[src/rtl/alu_pkg.sv]
// Shared ALU definitions: function codes, func_t and the
// decoded-instruction bundle handed to the operand stage.
package alu_pkg;

   typedef logic [3:0] func_t;

   localparam func_t RADD = 4'd0;
   localparam func_t RSUB = 4'd1;
   localparam func_t RMUL = 4'd2;
   localparam func_t RAND = 4'd3;
   localparam func_t ROR  = 4'd4;
   localparam func_t RXOR = 4'd5;
   localparam func_t RB   = 4'd6;

   localparam int N    = 8;
   localparam int NREG = 8;
   localparam int AW   = $clog2(NREG);

   typedef struct packed {
      func_t         func;
      logic [AW-1:0] rd;
      logic [AW-1:0] rs;
      logic [AW-1:0] rt;
      logic [N-1:0]  imm;
      logic          use_imm;
      logic          wen;
   } instr_t;

endpackage

[src/rtl/alu_operand_stage_if.sv]
// Issue-side handshake, EX operand bus and debug read port
// of the ALU operand stage.
interface alu_operand_stage_if #(
   parameter int n    = 8,
   parameter int NREG = 8
);
   import alu_pkg::*;

   localparam int AW = $clog2(NREG);

   logic          hold;
   logic          in_valid;
   logic          in_ready;
   func_t         in_func;
   logic [AW-1:0] in_rd;
   logic [AW-1:0] in_rs;
   logic [AW-1:0] in_rt;
   logic [n-1:0]  in_imm;
   logic          in_use_imm;
   logic          in_wen;
   logic [n-1:0]  a;
   logic [n-1:0]  b;
   func_t         func;
   logic          ex_valid;
   logic [n-1:0]  result;
   logic [AW-1:0] dbg_addr;
   logic [n-1:0]  dbg_data;

   modport master (
      output hold, in_valid, in_func, in_rd, in_rs, in_rt,
      output in_imm, in_use_imm, in_wen, result, dbg_addr,
      input  in_ready, a, b, func, ex_valid, dbg_data
   );

   modport slave (
      input  hold, in_valid, in_func, in_rd, in_rs, in_rt,
      input  in_imm, in_use_imm, in_wen, result, dbg_addr,
      output in_ready, a, b, func, ex_valid, dbg_data
   );

endinterface

[src/rtl/alu_operand_stage_regfile.sv]
// NREG x n register file: two async read ports, one sync
// write port, a debug read port, r0 hardwired to zero.
module regfile #(
   parameter int n    = 8,
   parameter int NREG = 8
) (
   input  logic                    clk,
   input  logic                    reset,
   input  logic                    we,
   input  logic [$clog2(NREG)-1:0] waddr,
   input  logic [n-1:0]            wdata,
   input  logic [$clog2(NREG)-1:0] addr_a,
   input  logic [$clog2(NREG)-1:0] addr_b,
   input  logic [$clog2(NREG)-1:0] dbg_addr,
   output logic [n-1:0]            data_a,
   output logic [n-1:0]            data_b,
   output logic [n-1:0]            dbg_data
);

   logic [n-1:0] mem [NREG];

   always_ff @(posedge clk) begin
      if (reset) begin
         for (int i = 0; i < NREG; i++) mem[i] <= '0;
      end else if (we && waddr != '0) begin
         mem[waddr] <= wdata;
      end
   end

   assign data_a   = (addr_a == '0) ? '0 : mem[addr_a];
   assign data_b   = (addr_b == '0) ? '0 : mem[addr_b];
   assign dbg_data = (dbg_addr == '0) ? '0 : mem[dbg_addr];

endmodule

[src/rtl/alu_operand_stage.sv]
// Issue/operand stage ahead of the ALU: regfile read,
// single-level result forwarding and EX pipeline registers.
module alu_operand_stage
   import alu_pkg::*;
#(
   parameter int n    = 8,
   parameter int NREG = 8
) (
   input logic               clk,
   input logic               reset,
   alu_operand_stage_if.slave bus
);

   localparam int AW = $clog2(NREG);

   logic [AW-1:0] ex_rd;
   logic          ex_wen;
   logic [n-1:0]  rs_data;
   logic [n-1:0]  rt_data;
   logic [n-1:0]  a_fwd;
   logic [n-1:0]  b_fwd;
   logic          ex_live;
   logic          retire;

   regfile #(.n(n), .NREG(NREG)) u_regfile (
      .clk      (clk),
      .reset    (reset),
      .we       (retire),
      .waddr    (ex_rd),
      .wdata    (bus.result),
      .addr_a   (bus.in_rs),
      .addr_b   (bus.in_rt),
      .dbg_addr (bus.dbg_addr),
      .data_a   (rs_data),
      .data_b   (rt_data),
      .dbg_data (bus.dbg_data)
   );

   assign bus.in_ready = !bus.hold;

   // Write-pending EX result that is also the live ALU output.
   assign ex_live = bus.ex_valid && ex_wen && ex_rd != '0;
   assign retire  = !bus.hold && ex_live;

   always_comb begin
      a_fwd = rs_data;
      b_fwd = rt_data;
      if (ex_live && ex_rd == bus.in_rs) a_fwd = bus.result;
      if (ex_live && ex_rd == bus.in_rt) b_fwd = bus.result;
      if (bus.in_use_imm) b_fwd = bus.in_imm;
   end

   always_ff @(posedge clk) begin
      if (reset) begin
         bus.a        <= '0;
         bus.b        <= '0;
         bus.func     <= '0;
         bus.ex_valid <= 1'b0;
         ex_rd        <= '0;
         ex_wen       <= 1'b0;
      end else if (!bus.hold) begin
         bus.ex_valid <= bus.in_valid;
         if (bus.in_valid) begin
            bus.a    <= a_fwd;
            bus.b    <= b_fwd;
            bus.func <= bus.in_func;
            ex_rd    <= bus.in_rd;
            ex_wen   <= bus.in_wen;
         end
      end
   end

endmodule
[src/flat_wrapper.sv]
// flat-port wrapper written by rule: the top's interface ports become plain ports
module alu_operand_stage_flat import alu_pkg::*;
#(
   parameter int n    = 8,
   parameter int NREG = 8
)
  (clk, reset, bus_hold, bus_in_valid, bus_in_func, bus_in_rd, bus_in_rs, bus_in_rt, bus_in_imm, bus_in_use_imm, bus_in_wen, bus_result, bus_dbg_addr, bus_in_ready, bus_a, bus_b, bus_func, bus_ex_valid, bus_dbg_data);
  alu_operand_stage_if #(.n(n), .NREG(NREG)) bus_i ();
  input logic clk;
  input logic reset;
  input wire logic [$bits(bus_i.hold)-1:0] bus_hold;
  input wire logic [$bits(bus_i.in_valid)-1:0] bus_in_valid;
  input wire logic [$bits(bus_i.in_func)-1:0] bus_in_func;
  input wire logic [$bits(bus_i.in_rd)-1:0] bus_in_rd;
  input wire logic [$bits(bus_i.in_rs)-1:0] bus_in_rs;
  input wire logic [$bits(bus_i.in_rt)-1:0] bus_in_rt;
  input wire logic [$bits(bus_i.in_imm)-1:0] bus_in_imm;
  input wire logic [$bits(bus_i.in_use_imm)-1:0] bus_in_use_imm;
  input wire logic [$bits(bus_i.in_wen)-1:0] bus_in_wen;
  input wire logic [$bits(bus_i.result)-1:0] bus_result;
  input wire logic [$bits(bus_i.dbg_addr)-1:0] bus_dbg_addr;
  output wire logic [$bits(bus_i.in_ready)-1:0] bus_in_ready;
  output wire logic [$bits(bus_i.a)-1:0] bus_a;
  output wire logic [$bits(bus_i.b)-1:0] bus_b;
  output wire logic [$bits(bus_i.func)-1:0] bus_func;
  output wire logic [$bits(bus_i.ex_valid)-1:0] bus_ex_valid;
  output wire logic [$bits(bus_i.dbg_data)-1:0] bus_dbg_data;
  assign bus_i.hold = bus_hold;
  assign bus_i.in_valid = bus_in_valid;
  assign bus_i.in_func = bus_in_func;
  assign bus_i.in_rd = bus_in_rd;
  assign bus_i.in_rs = bus_in_rs;
  assign bus_i.in_rt = bus_in_rt;
  assign bus_i.in_imm = bus_in_imm;
  assign bus_i.in_use_imm = bus_in_use_imm;
  assign bus_i.in_wen = bus_in_wen;
  assign bus_i.result = bus_result;
  assign bus_i.dbg_addr = bus_dbg_addr;
  assign bus_in_ready = bus_i.in_ready;
  assign bus_a = bus_i.a;
  assign bus_b = bus_i.b;
  assign bus_func = bus_i.func;
  assign bus_ex_valid = bus_i.ex_valid;
  assign bus_dbg_data = bus_i.dbg_data;
  alu_operand_stage #(.n(n), .NREG(NREG)) u_core (.clk(clk), .reset(reset), .bus(bus_i));
endmodule
[config.mk]
export PLATFORM = sky130hd
export DESIGN_NAME = alu_operand_stage_flat
export DESIGN_NICKNAME = d
export VERILOG_FILES = /design/src/rtl/alu_pkg.sv /design/src/rtl/alu_operand_stage_if.sv /design/src/rtl/alu_operand_stage_regfile.sv /design/src/rtl/alu_operand_stage.sv /design/src/flat_wrapper.sv
export SDC_FILE = /design/constraint.sdc
export NUM_CORES = 1
export LEC_CHECK = 0
export ABC_AREA = 1
export CORE_MARGIN = 3
export CORE_UTILIZATION = 44
export DETAILED_ROUTE_END_ITERATION = 8
export GPL_TIMING_DRIVEN = 0
export PLACE_DENSITY = 0.66
export SYNTH_ARGS = -nofsm -noshare
export SYNTH_HDL_FRONTEND = slang
export SYNTH_SLANG_ARGS = --single-unit
export TNS_END_PERCENT = 5
[constraint.sdc]
create_clock -name clk -period 2.2 [get_ports clk]
set_input_delay 0.55 -clock clk [delete_from_list [all_inputs] [get_ports clk]]
set_output_delay 0.55 -clock clk [all_outputs]
set_load 0.01 [all_outputs]
==> results.py, run 1 <==
metrics = {
    "floorplan": {
        "core_sq_um": 12100,
        "dieWidth_microns": 118,
        "io_pins": 68,
        "initial_utilization_pct": 45.3,
        "row_count": 40,
        "die_area_sq_um": 13900,
        "die_h_microns": 118,
    },
    "drt": {
        "routed_via_density": 5.54,
        "num_vias": 5679,
        "wl_microns": 19700,
        "post-route-drc-count": 0,
        "ant_nets": 0,
        "drt_iter0_drc": 644,
        "avgRoutedWirePerCell_microns": 19.2,
        "drt_pre_antenna_iters": 5,
    },
    "placed_design": {
        "routabilityCongestion": 0.954,
        "dpl_worst_slack_ns": -1.30,
        "hpwl_microns": 14900,
        "port_buffers": 60,
        "place_area_sq_um": 6330,
    },
    "global_route": {
        "grt_usage_pct": 28.4,
        "grt_overflow_total": 0,
        "grt_pass1_wl_microns": 30300,
        "grt_max_degree": 16,
        "antenna_found_initial": 0,
        "grt_pass1_vias": 5446,
    },
    "synth": {
        "synth-seq-cells": 89,
        "yosys-top-cells-area": "edfxtp_1 (35%), nand2_1 (13%), dfxtp_1 (9.1%)",
        "yosysTopAreaCell": "edfxtp_1",
        "async_reset_ff_share_pct": 0,
        "yosys_warnings": 0,
        "syn_area_per_cell_sq_um": 7.09,
        "syn-cell-area_sq_um": 5490,
        "synth_cells": 775,
        "synthDominantCellAreaShare_pct": 35.0,
        "synth_flop_cell": "edfxtp_1",
        "synth_most_common_cell": "nand2_1",
        "ys_seq_area_share_pct": 44.1,
        "synth_edf_count": 64,
        "ys_types": 28,
        "synth_common_cells": "nand2_1 (197), inv_1 (96), nor2_1 (87)",
    },
    "clock_tree": {
        "numCtsBuffers": 9,
        "cts_root_buffer": "clkbuf_16",
        "clkTransAtPathRegs_ns": 0.06,
        "hold_buffers": 0,
        "cts_max_level": 3,
        "clk_latency_ns": 0.36,
        "cts.path.max_buffers": 2,
        "clock-sinks": 89,
        "tritoncts": "done",
    },
    "final_layout": {
        "num-nets-final": 891,
        "drive_gt1_share_pct": 11.8,
        "n_antenna_cell": 0,
        "seqCellArea_sq_um": 2420,
        "fillers": 1210,
        "areaGrowthSynthToFinish_pct": 22.1,
        "design_area_sq_um": 6700,
        "multi_input_area_sq_um": 2570,
    },
    "pwr": {
        "power_density_nw_per_um2": 630,
        "ir_drop_mv": 0.476,
        "leakage_uw": 0.00305,
    },
    "timing": {
        "slew_violations": 0,
        "hold_violations": 0,
        "setup_violations": 0,
        "setup_slack_ns": 0.00192,
        "fin_skew_ns": 0.00958,
        "timing.fmax_mhz": 455,
        "whs_ns": 0.465,
        "period_share_pct": 99.9,
        "relSlewSlack_pct": 56.8,
        "rsz0062_at_grt": "yes",
        "worst_slew_pin_slew_ns": 0.649,
        "min_period_ns": 2.20,
    },
    "critical_path": {
        "required_ns": 1.65,
        "crit_type": "in2out",
        "worst-path-max-fanout": 10,
        "endpoint_kind": "output port",
        "arrival_ns": 1.65,
        "start_kind": "primary input",
    },
    "flow_run": {
        "maxCapViolCount": 0,
    },
    "run_status": {
        "status": "finished, final reports clean",
    },
    "min_path": {
        "min_path_type": "reg2reg",
    },
}
[layer usage]
| metal | wire length [microns] | vias to the layer above | track usage (%) |
|---|---|---|---|
| met1 | 8610 | 2627 | 39.9 |
| li1 | - | 2683 | - |
| met5 | 0 | - | 0 |
| met4 | 817 | 0 | 14.5 |
| met2 | 8250 | 324 | 41.2 |
| met3 | 2060 | 45 | 6.39 |
[repair_timing]
action                                  4_1_cts  5_1_grt
endpoints found under the setup margin       65       64
gates resized for setup                      75       23
pin swaps                                     1        3
buffers inserted                              0        0
[registers in the layout, indices dropped and copies added (netlist names)]
name / cells
u_core.bus.a: 8
u_core.bus.b: 8
u_core.bus.ex_valid: 1
u_core.bus.func: 4
u_core.ex_rd: 3
u_core.ex_wen: 1
u_core.u_regfile.mem: 64
[power breakdown]
group          internal, uW  leakage [uW]  switching [uW]
Sequential             1870      0.000863            48.6
Clock                   799      0.000136             699
Combinational           284       0.00205             521
[final cells by class]
class | instances | area share (%)
Tap cell | 168 | 3.14
Inverter | 105 | 6.01
Buffer | 43 | 3.73
Sequential cell | 89 | 36.1
Clock buffer | 10 | 3.57
Clock inverter | 6 | 0.635
Multi-Input combinational cell | 545 | 38.4
Timing Repair Buffer | 60 | 8.40
[kinds of logic (layout without fill, tap and decap cells)]
family / Yosys count / after routing / share of synthesized area, %
and+or+nand+nor: 361 / 361 / 27.4
AOI/OAI and AO/OA: 172 / 172 / 17.0
buffers and inverters: 148 / 224 / 10.8
DFF: 89 / 89 / 44.1
xor gates and xnor gates: 4 / 4 / 0.638
other: 1 / 8 / 0.0683
[cells in the final DEF (no fill, tap or decap), drive strengths merged, types with 12 or more instances in the layout]
cell           instances
nand2                205
inv                  104
nor2                  91
a21oi                 72
o21ai                 72
edfxtp                64
nand3                 62
clkdlybuf4s50         49
buf                   34
clkbuf                28
dfxtp                 25
o211ai                16
a31oi                 12
[through the flow]
| stage | TNS [ns] | cells | utilization (%) | power (uW) |
|---|---|---|---|---|
| global route | -0.120 | 1026 | 55.3 | 4370 |
| CTS | -0.0634 | 1026 | 55.0 | 4200 |
| global placement | -42.87 | 1010 | 52.3 | 2720 |
| floorplan | 0 | 782 | - | 2380 |
| detailed placement | -46.39 | 1010 | 52.3 | 2730 |
| finish | 0 | 1026 | 55.3 | 4220 |
[worst paths after layout]
kind / startpoint / depth (start not counted) / slack (ns) / end
setup reg to reg: u_core.ex_rd[1] / 6 / 0.29 / u_core.u_regfile.mem[1][4]
hold / removal: u_core.bus.b[4] / 2 / 0.46 / u_core.bus.b[4]
setup / recovery: bus_dbg_addr[0] / 8 / 0.002 / bus_dbg_data[3]
hold reg to reg: u_core.bus.b[4] / 2 / 0.46 / u_core.bus.b[4]
[critical path, stage by stage]
cell and delay, ns:
buf_6 0.12, clkbuf_8 0.17, a21oi_1 0.14, o21ai_1 0.11, nand3_1 0.13, nand2_1 0.10
a31oi_1 0.16, buf_2 0.16
(Power assumes the default switching activity.)
==> inputs of run 2 (changes only) <==
==> constraint.sdc (replaced) <==
create_clock -name clk -period 2.3 [get_ports clk]
set_input_delay 0.575 -clock clk [delete_from_list [all_inputs] [get_ports clk]]
set_output_delay 0.575 -clock clk [all_outputs]
set_load 0.01 [all_outputs]
==> run 2 against run 1 <==
Critical path depth shrank 3. Routed wire length fell by 1.1%. Largest power group unchanged. Hold slack improved by 0.00069 ns.
==> results.py, run 2 (synthesis results as in run 1) <==
metrics = {
    "timing": {
        "period_share_pct": 99.8,
        "rsz0062_at_grt": "yes",
        "whs_ns": 0.465,
        "fin_skew_ns": 0.0102,
        "hold_violations": 0,
        "setup_violations": 0,
        "finalSetupTns_ns": 0,
        "timing.fmax_mhz": 436,
        "worst_slew_pin_slew_ns": 0.638,
        "min_period_ns": 2.30,
        "relSlewSlack_pct": 57.4,
        "slew_violations": 0,
    },
    "critical_path": {
        "rrSetupSlack_ns": 0.27,
        "reg2reg_to": "u_core.u_regfile.mem[1][4]",
        "crit_chain": "clkdlybuf4s50_1 -> clkbuf_4 -> inv_1 -> clkbuf_2 -> nand2_1",
        "endpoint_kind": "flip-flop",
        "crit_type": "in2reg",
        "slowest_delay_ns": 0.65,
        "required_ns": 2.30,
        "start_kind": "primary input",
        "arrival_ns": 2.30,
        "rr_startpoint": "u_core.ex_rd[1]",
        "crit_family": "buffers and inverters",
        "reg2reg_depth": 6,
        "worst-path-max-fanout": 10,
        "critical_path_depth": 5,
        "slowest_stage": "clkdlybuf4s50_1",
        "critPathBufInv": 4,
    },
    "min_path": {
        "min_path_type": "reg2reg",
        "worstHoldStart": "u_core.bus.b[4]",
        "min_to": "u_core.bus.b[4]",
        "min_path_cells": 2,
    },
    "drt": {
        "drt_pre_antenna_iters": 5,
        "routed_via_density": 5.51,
        "ant_nets": 0,
        "drt_iter0_drc": 578,
        "avgRoutedWirePerCell_microns": 19.0,
        "post-route-drc-count": 0,
        "wl_microns": 19500,
        "num_vias": 5654,
    },
    "final_layout": {
        "areaGrowthSynthToFinish_pct": 21.5,
        "largest_register_ffs": 64,
        "reg_top3": "u_core.u_regfile.mem x64, u_core.bus.a x8, u_core.bus.b x8",
        "drive_gt1_share_pct": 11.0,
        "design_area_sq_um": 6670,
        "top_register": "u_core.u_regfile.mem",
        "n_antenna_cell": 0,
        "num-nets-final": 891,
        "layout_commonest_cell": "nand2_1",
        "final_cell_mix": "nand2_1 (192), inv_1 (95), nor2_1 (87)",
    },
    "global_route": {
        "antenna_found_initial": 0,
        "grt_pass1_vias": 5436,
        "grt_max_degree": 16,
        "grt_overflow_total": 0,
        "grt_usage_pct": 28.4,
        "grt_pass1_wl_microns": 30300,
    },
    "clock_tree": {
        "cts_max_level": 3,
        "numCtsBuffers": 9,
        "post_cts_buffers": 0,
        "cts_root_buffer": "clkbuf_16",
        "cts.path.max_buffers": 2,
        "tritoncts": "done",
        "clkTransAtPathRegs_ns": 0.06,
        "clock-sinks": 89,
        "clk_latency_ns": 0.36,
    },
    "placed_design": {
        "port_buffers": 60,
        "hpwl_microns": 14900,
        "place_area_sq_um": 6330,
        "routabilityCongestion": 0.954,
    },
    "floorplan": {
        "dieWidth_microns": 118,
        "initial_utilization_pct": 45.3,
        "row_count": 40,
        "io_pins": 68,
        "core_sq_um": 12100,
        "die_h_microns": 118,
        "die_area_sq_um": 13900,
    },
    "flow_run": {
        "maxCapViolCount": 0,
    },
    "pwr": {
        "leakage_uw": 0.00304,
        "ir_drop_mv": 0.457,
        "power_density_nw_per_um2": 604,
    },
    "run_status": {
        "status": "finished, final reports clean",
    },
}
[run 2: power by group]
part / switching, uW / internal [uW]
clock network: 666 / 764
registers: 46.2 / 1790
logic: 493 / 270
[run 2: metal layers]
metal	track usage (%)	routed length (microns)
met3	6.20	2040
met1	40.0	8480
met4	14.5	856
met2	41.1	8130
met5	0	0
[run 2: final cells by class]
cell class	count	area (sq um)
sequential	89	2420
tap	168	210
fill	1214	5440
timing repair buffer	60	567
inverter	105	403
clock inverter	6	42.5
buffer	43	245
clock buffer	10	239
multi-input combinational	545	2540
[run 2: worst reg2reg max path: cells and delay by family, from the launching register on]
family,cells,cell delay (ns)
AND/OR/NAND/NOR,6,1.22
flip-flops,1,0.45
[run 2: worst max-delay path by stage]
stage / endpoint / slack, ns / from
detailed placement: bus_dbg_data[4] / -1.25 / bus_dbg_addr[0]
floorplan: bus_dbg_data[6] / 0.24 / bus_dbg_addr[1]
global route: u_core.u_regfile.mem[7][6] / -0.09 / reset
finish: u_core.u_regfile.mem[1][4] / 0.005 / reset
CTS: bus_dbg_data[1] / -0.1 / bus_dbg_addr[0]
global placement: bus_dbg_data[3] / -1.28 / bus_dbg_addr[0]
[run 2: timing repair]
| action | 4_1_cts | 5_1_grt |
|---|---|---|
| pin swaps | 0 | 2 |
| hold endpoints to repair | 0 | 0 |
| hold buffers | 0 | 0 |
| gates resized for setup | 61 | 22 |
| endpoints found under the setup margin | 65 | 64 |
[run 2: per-stage QoR]
step           cells  util, %  power [uW]  worst slack [ns]
2_1_floorplan    782        -        2270             0.241
3_3_place_gp    1010     52.3        2600             -1.28
3_5_place_dp    1010     52.3        2610             -1.25
4_1_cts         1026     54.9        4020           -0.0959
5_1_grt         1026     55.1        4180           -0.0912
6_report        1026     55.1        4030           0.00460
==> inputs of run 3 (changes only) <==
--- a/config.mk
+++ b/config.mk
@@ -11,6 +11,7 @@
 export DETAILED_ROUTE_END_ITERATION = 8
 export GPL_TIMING_DRIVEN = 0
 export PLACE_DENSITY = 0.66
+export SLEW_MARGIN = 20
 export SYNTH_ARGS = -nofsm -noshare
 export SYNTH_HDL_FRONTEND = slang
 export SYNTH_SLANG_ARGS = --single-unit
==> results of run 3 <==
No change in the layout: final DEF, timing and power equal those of run 2.
